===== config.mk =====
export PLATFORM = sky130hd
export DESIGN_NAME = shift_engine
export DESIGN_NICKNAME = d
export VERILOG_FILES = /design/src/rtl/shift_pkg.sv /design/src/rtl/shift_step.sv /design/src/rtl/shift_engine.sv
export SDC_FILE = /design/constraint.sdc
export NUM_CORES = 1
export LEC_CHECK = 0
export CORE_MARGIN = 1.5
export CORE_UTILIZATION = 53
export DETAILED_ROUTE_END_ITERATION = 16
export PLACE_DENSITY = 0.93
export SYNTH_ARGS = -nofsm -noshare
export SYNTH_HDL_FRONTEND = slang
export SYNTH_SLANG_ARGS = --single-unit

===== constraint.sdc =====
create_clock -name clk -period 4.4 [get_ports clk]
set_clock_uncertainty 0.1 [all_clocks]
set_input_delay 0.66 -clock clk [delete_from_list [all_inputs] [get_ports clk]]
set_output_delay 0.66 -clock clk [all_outputs]
set_load 0.1 [all_outputs]

===== src/rtl/shift_pkg.sv =====
// Shared definitions for the multi-cycle shifter: mode codes, FSM encoding and
// the legal-mode check used when an operation completes.
package shift_pkg;

    localparam logic [2:0] MODE_LSR = 3'b000;
    localparam logic [2:0] MODE_LSL = 3'b001;
    localparam logic [2:0] MODE_ASR = 3'b010;
    localparam logic [2:0] MODE_ROR = 3'b011;
    localparam logic [2:0] MODE_ROL = 3'b100;

    typedef enum logic [1:0] {
        ST_IDLE  = 2'd0,
        ST_SHIFT = 2'd1,
        ST_DONE  = 2'd2
    } state_t;

    function automatic logic is_legal_mode(input logic [2:0] mode);
        return mode <= MODE_ROL;
    endfunction

endpackage


===== src/rtl/shift_step.sv =====
// Combinational single-step shifter: moves the operand by 0..STEP positions in
// the selected mode and reports the last bit shifted out.
module shift_step
    import shift_pkg::*;
#(
    parameter int WIDTH = 16,
    parameter int AMT_W = 5
) (
    input  logic [WIDTH-1:0] operand,
    input  logic [2:0]       mode,
    input  logic [AMT_W-1:0] amt,
    output logic [WIDTH-1:0] result,
    output logic             carry
);

    logic             fill;
    logic [WIDTH:0]   rt;   // {result, carry} for right shifts
    logic [WIDTH:0]   lt;   // {carry, result} for left shifts
    logic [WIDTH-1:0] rr;
    logic [WIDTH-1:0] rl;

    always_comb begin
        fill = (mode == MODE_ASR) & operand[WIDTH-1];
        // A guard bit below/above the operand catches the bit that falls off.
        rt = (WIDTH+1)'({{WIDTH{fill}}, operand, 1'b0} >> amt);
        lt = (WIDTH+1)'(({1'b0, operand, {WIDTH{1'b0}}} << amt) >> WIDTH);
        rr = WIDTH'({operand, operand} >> amt);
        rl = WIDTH'(({operand, operand} << amt) >> WIDTH);

        result = operand;
        carry  = 1'b0;
        case (mode)
            MODE_LSR, MODE_ASR: begin
                result = rt[WIDTH:1];
                carry  = rt[0];
            end
            MODE_LSL: begin
                result = lt[WIDTH-1:0];
                carry  = lt[WIDTH];
            end
            MODE_ROR: begin
                result = rr;
                carry  = (amt != '0) & rr[WIDTH-1];
            end
            MODE_ROL: begin
                result = rl;
                carry  = (amt != '0) & rl[0];
            end
            default: ;
        endcase
    end

endmodule


===== src/rtl/shift_engine.sv =====
// Multi-cycle shifter for the signed ALU: shifts/rotates A or B by up to WIDTH
// positions, STEP bits per clock, under a start/busy/done handshake.
module shift_engine
    import shift_pkg::*;
#(
    parameter int WIDTH   = 16,
    parameter int STEP    = 1,
    parameter int SHAMT_W = $clog2(WIDTH) + 1
) (
    input  logic               clk,
    input  logic               rst,
    input  logic [WIDTH-1:0]   A,
    input  logic [WIDTH-1:0]   B,
    input  logic               Op_Sel,
    input  logic [2:0]         Mode,
    input  logic [SHAMT_W-1:0] Shamt,
    input  logic               Shift_enable,
    input  logic               Abort,
    output logic               Busy,
    output logic [WIDTH-1:0]   Shift_Out,
    output logic               Shift_Flag,
    output logic               Carry_Out,
    output logic               Zero_Flag,
    output logic               Err_Flag
);

    localparam logic [SHAMT_W-1:0] STEP_V  = SHAMT_W'(STEP);
    localparam logic [SHAMT_W-1:0] WIDTH_V = SHAMT_W'(WIDTH);

    state_t             state, state_nxt;
    logic [WIDTH-1:0]   work;
    logic [2:0]         mode_r;
    logic [SHAMT_W-1:0] remaining;
    logic               carry_r;

    logic               start;
    logic [SHAMT_W-1:0] shamt_clamped;
    logic [SHAMT_W-1:0] step_amt;
    logic [WIDTH-1:0]   step_val;
    logic               step_carry;
    logic               legal_r;

    assign start         = Shift_enable & ~Abort;
    assign shamt_clamped = (Shamt > WIDTH_V) ? WIDTH_V : Shamt;
    assign step_amt      = (remaining < STEP_V) ? remaining : STEP_V;
    assign legal_r       = is_legal_mode(mode_r);
    assign Busy          = (state != ST_IDLE);

    shift_step #(.WIDTH(WIDTH), .AMT_W(SHAMT_W)) u_step (
        .operand (work),
        .mode    (mode_r),
        .amt     (step_amt),
        .result  (step_val),
        .carry   (step_carry)
    );

    always_ff @(posedge clk or negedge rst) begin
        if (!rst) state <= ST_IDLE;
        else      state <= state_nxt;
    end

    // Zero-length and reserved-mode operations skip SHIFT so the flag appears
    // one edge after the start.
    always_comb begin
        state_nxt = state;
        case (state)
            ST_IDLE: begin
                if (start)
                    state_nxt = (shamt_clamped == '0 || !is_legal_mode(Mode)) ? ST_DONE : ST_SHIFT;
            end
            ST_SHIFT: begin
                if (Abort)                      state_nxt = ST_IDLE;
                else if (remaining <= STEP_V)   state_nxt = ST_DONE;
            end
            ST_DONE:  state_nxt = ST_IDLE;
            default:  state_nxt = ST_IDLE;
        endcase
    end

    always_ff @(posedge clk or negedge rst) begin
        if (!rst) begin
            work       <= '0;
            mode_r     <= MODE_LSR;
            remaining  <= '0;
            carry_r    <= 1'b0;
            Shift_Out  <= '0;
            Shift_Flag <= 1'b0;
            Carry_Out  <= 1'b0;
            Zero_Flag  <= 1'b0;
            Err_Flag   <= 1'b0;
        end else begin
            Shift_Flag <= 1'b0;
            case (state)
                ST_IDLE: begin
                    if (start) begin
                        work      <= Op_Sel ? B : A;
                        mode_r    <= Mode;
                        remaining <= shamt_clamped;
                        carry_r   <= 1'b0;
                    end
                end
                ST_SHIFT: begin
                    if (!Abort) begin
                        work      <= step_val;
                        remaining <= remaining - step_amt;
                        carry_r   <= step_carry;
                    end
                end
                ST_DONE: begin
                    if (!Abort) begin
                        Shift_Flag <= 1'b1;
                        Err_Flag   <= ~legal_r;
                        Carry_Out  <= legal_r & carry_r;
                        // A reserved mode leaves the previous result in place.
                        if (legal_r) begin
                            Shift_Out <= work;
                            Zero_Flag <= (work == '0);
                        end else begin
                            Zero_Flag <= (Shift_Out == '0);
                        end
                    end
                end
                default: ;
            endcase
        end
    end

endmodule

==> key figures <==
CTS
  – H-Tree Depth: 2
  – Skew-Pair Late Insertion Delay: 0.30 ns
  – Hold_buf cts: 0
  – CTS buffer count: 5
  – Clock root buffer: clkbuf_8
  – Clock transition at path regs: 0.09 ns
  – Post-CTS Setup Bufs: 0
  – Max clock buf depth: 2
  – CTS Sinks: 47
  – Resized Gates After CTS: 0
  – CTS tree: built

Cells and area
  – Ant diodes: 0
  – FF/Latch Area: 1180 sq um
  – Share of layout cells above drive strength 1: 6.73%
  – Fillers: 347
  – Synthesis-to-layout area growth: 28.9%
  – Layout Nets: 372
  – Post-route cell area: 3360 sq um
  – Area of the multi-input gates: 1250 sq um

Global route
  – GRT Overall Usage: 25.3%
  – Vias in the first global route: 2,094
  – Largest net degree at the start of global routing: 48
  – First-pass GRT wire length: 10,300 microns
  – Initial antenna violation count: 0
  – Grt total ovfl: 0

Placed design
  – Placed instance area: 3250 sq um
  – Dpl hpwl: 4560 microns
  – Gpl congestion: 0.869
  – Buffers on Ports: 65

Timing
  – Final Hold Viols: 0
  – Tcrit/Tclk final: 63.8%
  – Unrepaired setup endpoints after global routing: false
  – Endpoints failing setup: 0
  – FMAX: 0.356 GHz
  – Slew Viols, Final: 0
  – Final Critical Period: 2.81 ns
  – Setup TNS: 0 ns
  – Worst-Margin Slew: 1.05 ns
  – Relative slew margins: 30.1%

Floorplan
  – Core area: 4720 sq um
  – Chip width: 73.2 microns
  – Die area: 5350 sq um
  – I/O pin count: 66
  – Initial Util: 55.2%
  – Die span in y: 73.2 microns
  – Site Rows: 25

Critical path
  – Setup crit start kind: register
  – R2R cell count: 3
  – Worst R2R End: work[14]
  – Max stage delay on crit path: 0.98 ns
  – Setup crit end kind: output pin
  – Critical Path AT: 2.05 ns
  – Beginning of the worst register-to-register path: mode_r[0]
  – CP delay by family, top: buffers and inverters
  – Worst path bufs/invs: 1
  – Max Fanout on Critical Path: 7
  – Crit path cell chain: or2_2 -> clkdlybuf4s50_1
  – Reg-to-reg slack, setup: 2.18 ns
  – Slowest-stage cell, CP: clkdlybuf4s50_1
  – Req. time, crit path: 3.64 ns
  – Setup CP Type: register to output pin

Route
  – Via count: 2,345
  – # DRC: 0
  – Number of DRC markers in iteration 0: 230
  – Post-DRT Antenna Nets: 0
  – Drt via density: 5.95
  – DR WL/cell: 15.9 microns
  – Pre-antenna DRT Iters: 5
  – Post-Route WL: 6280 microns

Run status
  – Status: complete, no violations

Min path
  – Hold Crit Depth: 2
  – Worst Hold Path EP: Carry_Out
  – Hold Crit Class: register to register
  – Worst hold path startpoint: Carry_Out

Flow run
  – Max Cap Viol: 0

Power
  – Combinational power share: 53.3%
  – Sequential Power Share: 32.7%
  – Sw Pwr: 1.20 mW
  – Pleak: 1.41 nW
  – Total Power: 2.30 mW
  – Max VDD drop: 0.418 mV
  – Clk pwr share: 14.0%
  – Power Density: 684 nW/um^2
  – Sw frac: 52.2%
  – Internal: 1.10 mW

Synthesis
  – Ys async rst share: 100%
  – Area contributors post-synth: dfrtp_1 45%, mux2i_1 6.1%, a221oi_1 4.7%
  – EDFF count, synth: 0
  – Commonest cells in the netlist: 47 x dfrtp_1, 26 x nand2_1, 23 x o21ai_0
  – Share of the synthesized area in the top cell type: 45.1%
  – Ys Warns: 0
  – Main flop type after synthesis: dfrtp_1
  – Count leader, synth: dfrtp_1
  – Post-synth top area cell: dfrtp_1
  – Post-Syn Area: 2610 sq um
  – Synthesized flop and latch total: 47
  – Seq/Total Area, Yosys: 45.1%
  – Post-synthesis cell count: 271
  – Post-synth cell types: 47
  – Synthesized area per cell: 9.63 sq um
  – Synth Net Count: 317
## cells by family after synthesis
group                      after synthesis  share of synthesized area [%]
AOI/OAI and AO/OA                       80                           22.1
xor gates and xnor gates                 1                          0.336
adders and majority gates                1                          0.480
buffers and inverters                   39                           6.81
DFF                                     47                           45.1
muxes                                   22                           8.73
and+or+nand+nor                         81                           16.5
## power by group through the flow
stage               combinational (mW)  sequential [mW]  clock, mW
floorplan                        0.392             1.27          0
global placement                  1.19            0.746          0
detailed placement                1.22            0.754          0
CTS                               1.22            0.747      0.323
global route                      1.29            0.770      0.341
finish                            1.23            0.752      0.323
## per-layer routing
| metal | part of all wire (%) | global-route usage, % |
|---|---|---|
| met1 | 45 | 36.4 |
| met2 | 46 | 38.4 |
| met3 | 7.7 | 5.39 |
| met4 | 1.5 | 7.34 |
| met5 | 0 | 0 |
## metrics by stage
stage	hold slack, ns	utilization, %	cells	worst slack (ns)
floorplan	0.264	-	271	2.56
global placement	0.373	68.7	386	1.62
detailed placement	0.375	68.7	386	1.56
CTS	0.396	71.2	394	1.60
global route	0.429	71.2	394	1.55
finish	0.391	71.2	394	1.59
## cell usage in the layout (no fill, tap or decap), types with 2 or more instances in the layout
master           instances
a211oi_1                16
a21oi_1                  7
a221oi_1                14
clkbuf_8                 5
clkdlybuf4s50_1         64
dfrtp_1                 47
inv_1                   21
mux2_2                   6
mux2i_1                 16
nand2_1                 26
nand2b_1                 2
nand3_1                  2
nand3b_1                 2
nand4_1                  2
nor2_1                   9
nor2b_1                 18
nor3_1                   3
nor4_1                  10
o21ai_0                 23
o221ai_1                 2
o311ai_0                 2
or2_2                    2
or4_1                    2
## registers in the layout, summed over array words and instances (netlist names), 2 cells and up
signal / count
Shift_Out: 16
mode_r: 3
remaining: 5
state: 2
work: 16
## worst min-delay path, delay by kind of cell, from the launching register on
| family | cells | cell delay (ns) |
|---|---|---|
| flops | 1 | 0.36 |
| simple gates | 2 | 0.10 |
## worst max path at each step
stage	start	end	slack [ns]	depth (start not counted)
floorplan	remaining[4]	remaining[4]	2.56	8
global placement	Abort	Shift_Out[15]	1.62	6
detailed placement	Abort	Shift_Out[15]	1.56	6
CTS	state[0]	Busy	1.60	2
global route	state[0]	Busy	1.55	2
finish	state[0]	Busy	1.59	2
## area by class of cell
type	count	area share [%]
inverter	21	2.34
clock inverter	3	1.38
clock buffer	5	2.05
tap	67	2.49
sequential	47	35.0
timing repair buffer	66	19.4
multi-input combinational	185	37.3
(Power assumes the default switching activity.)
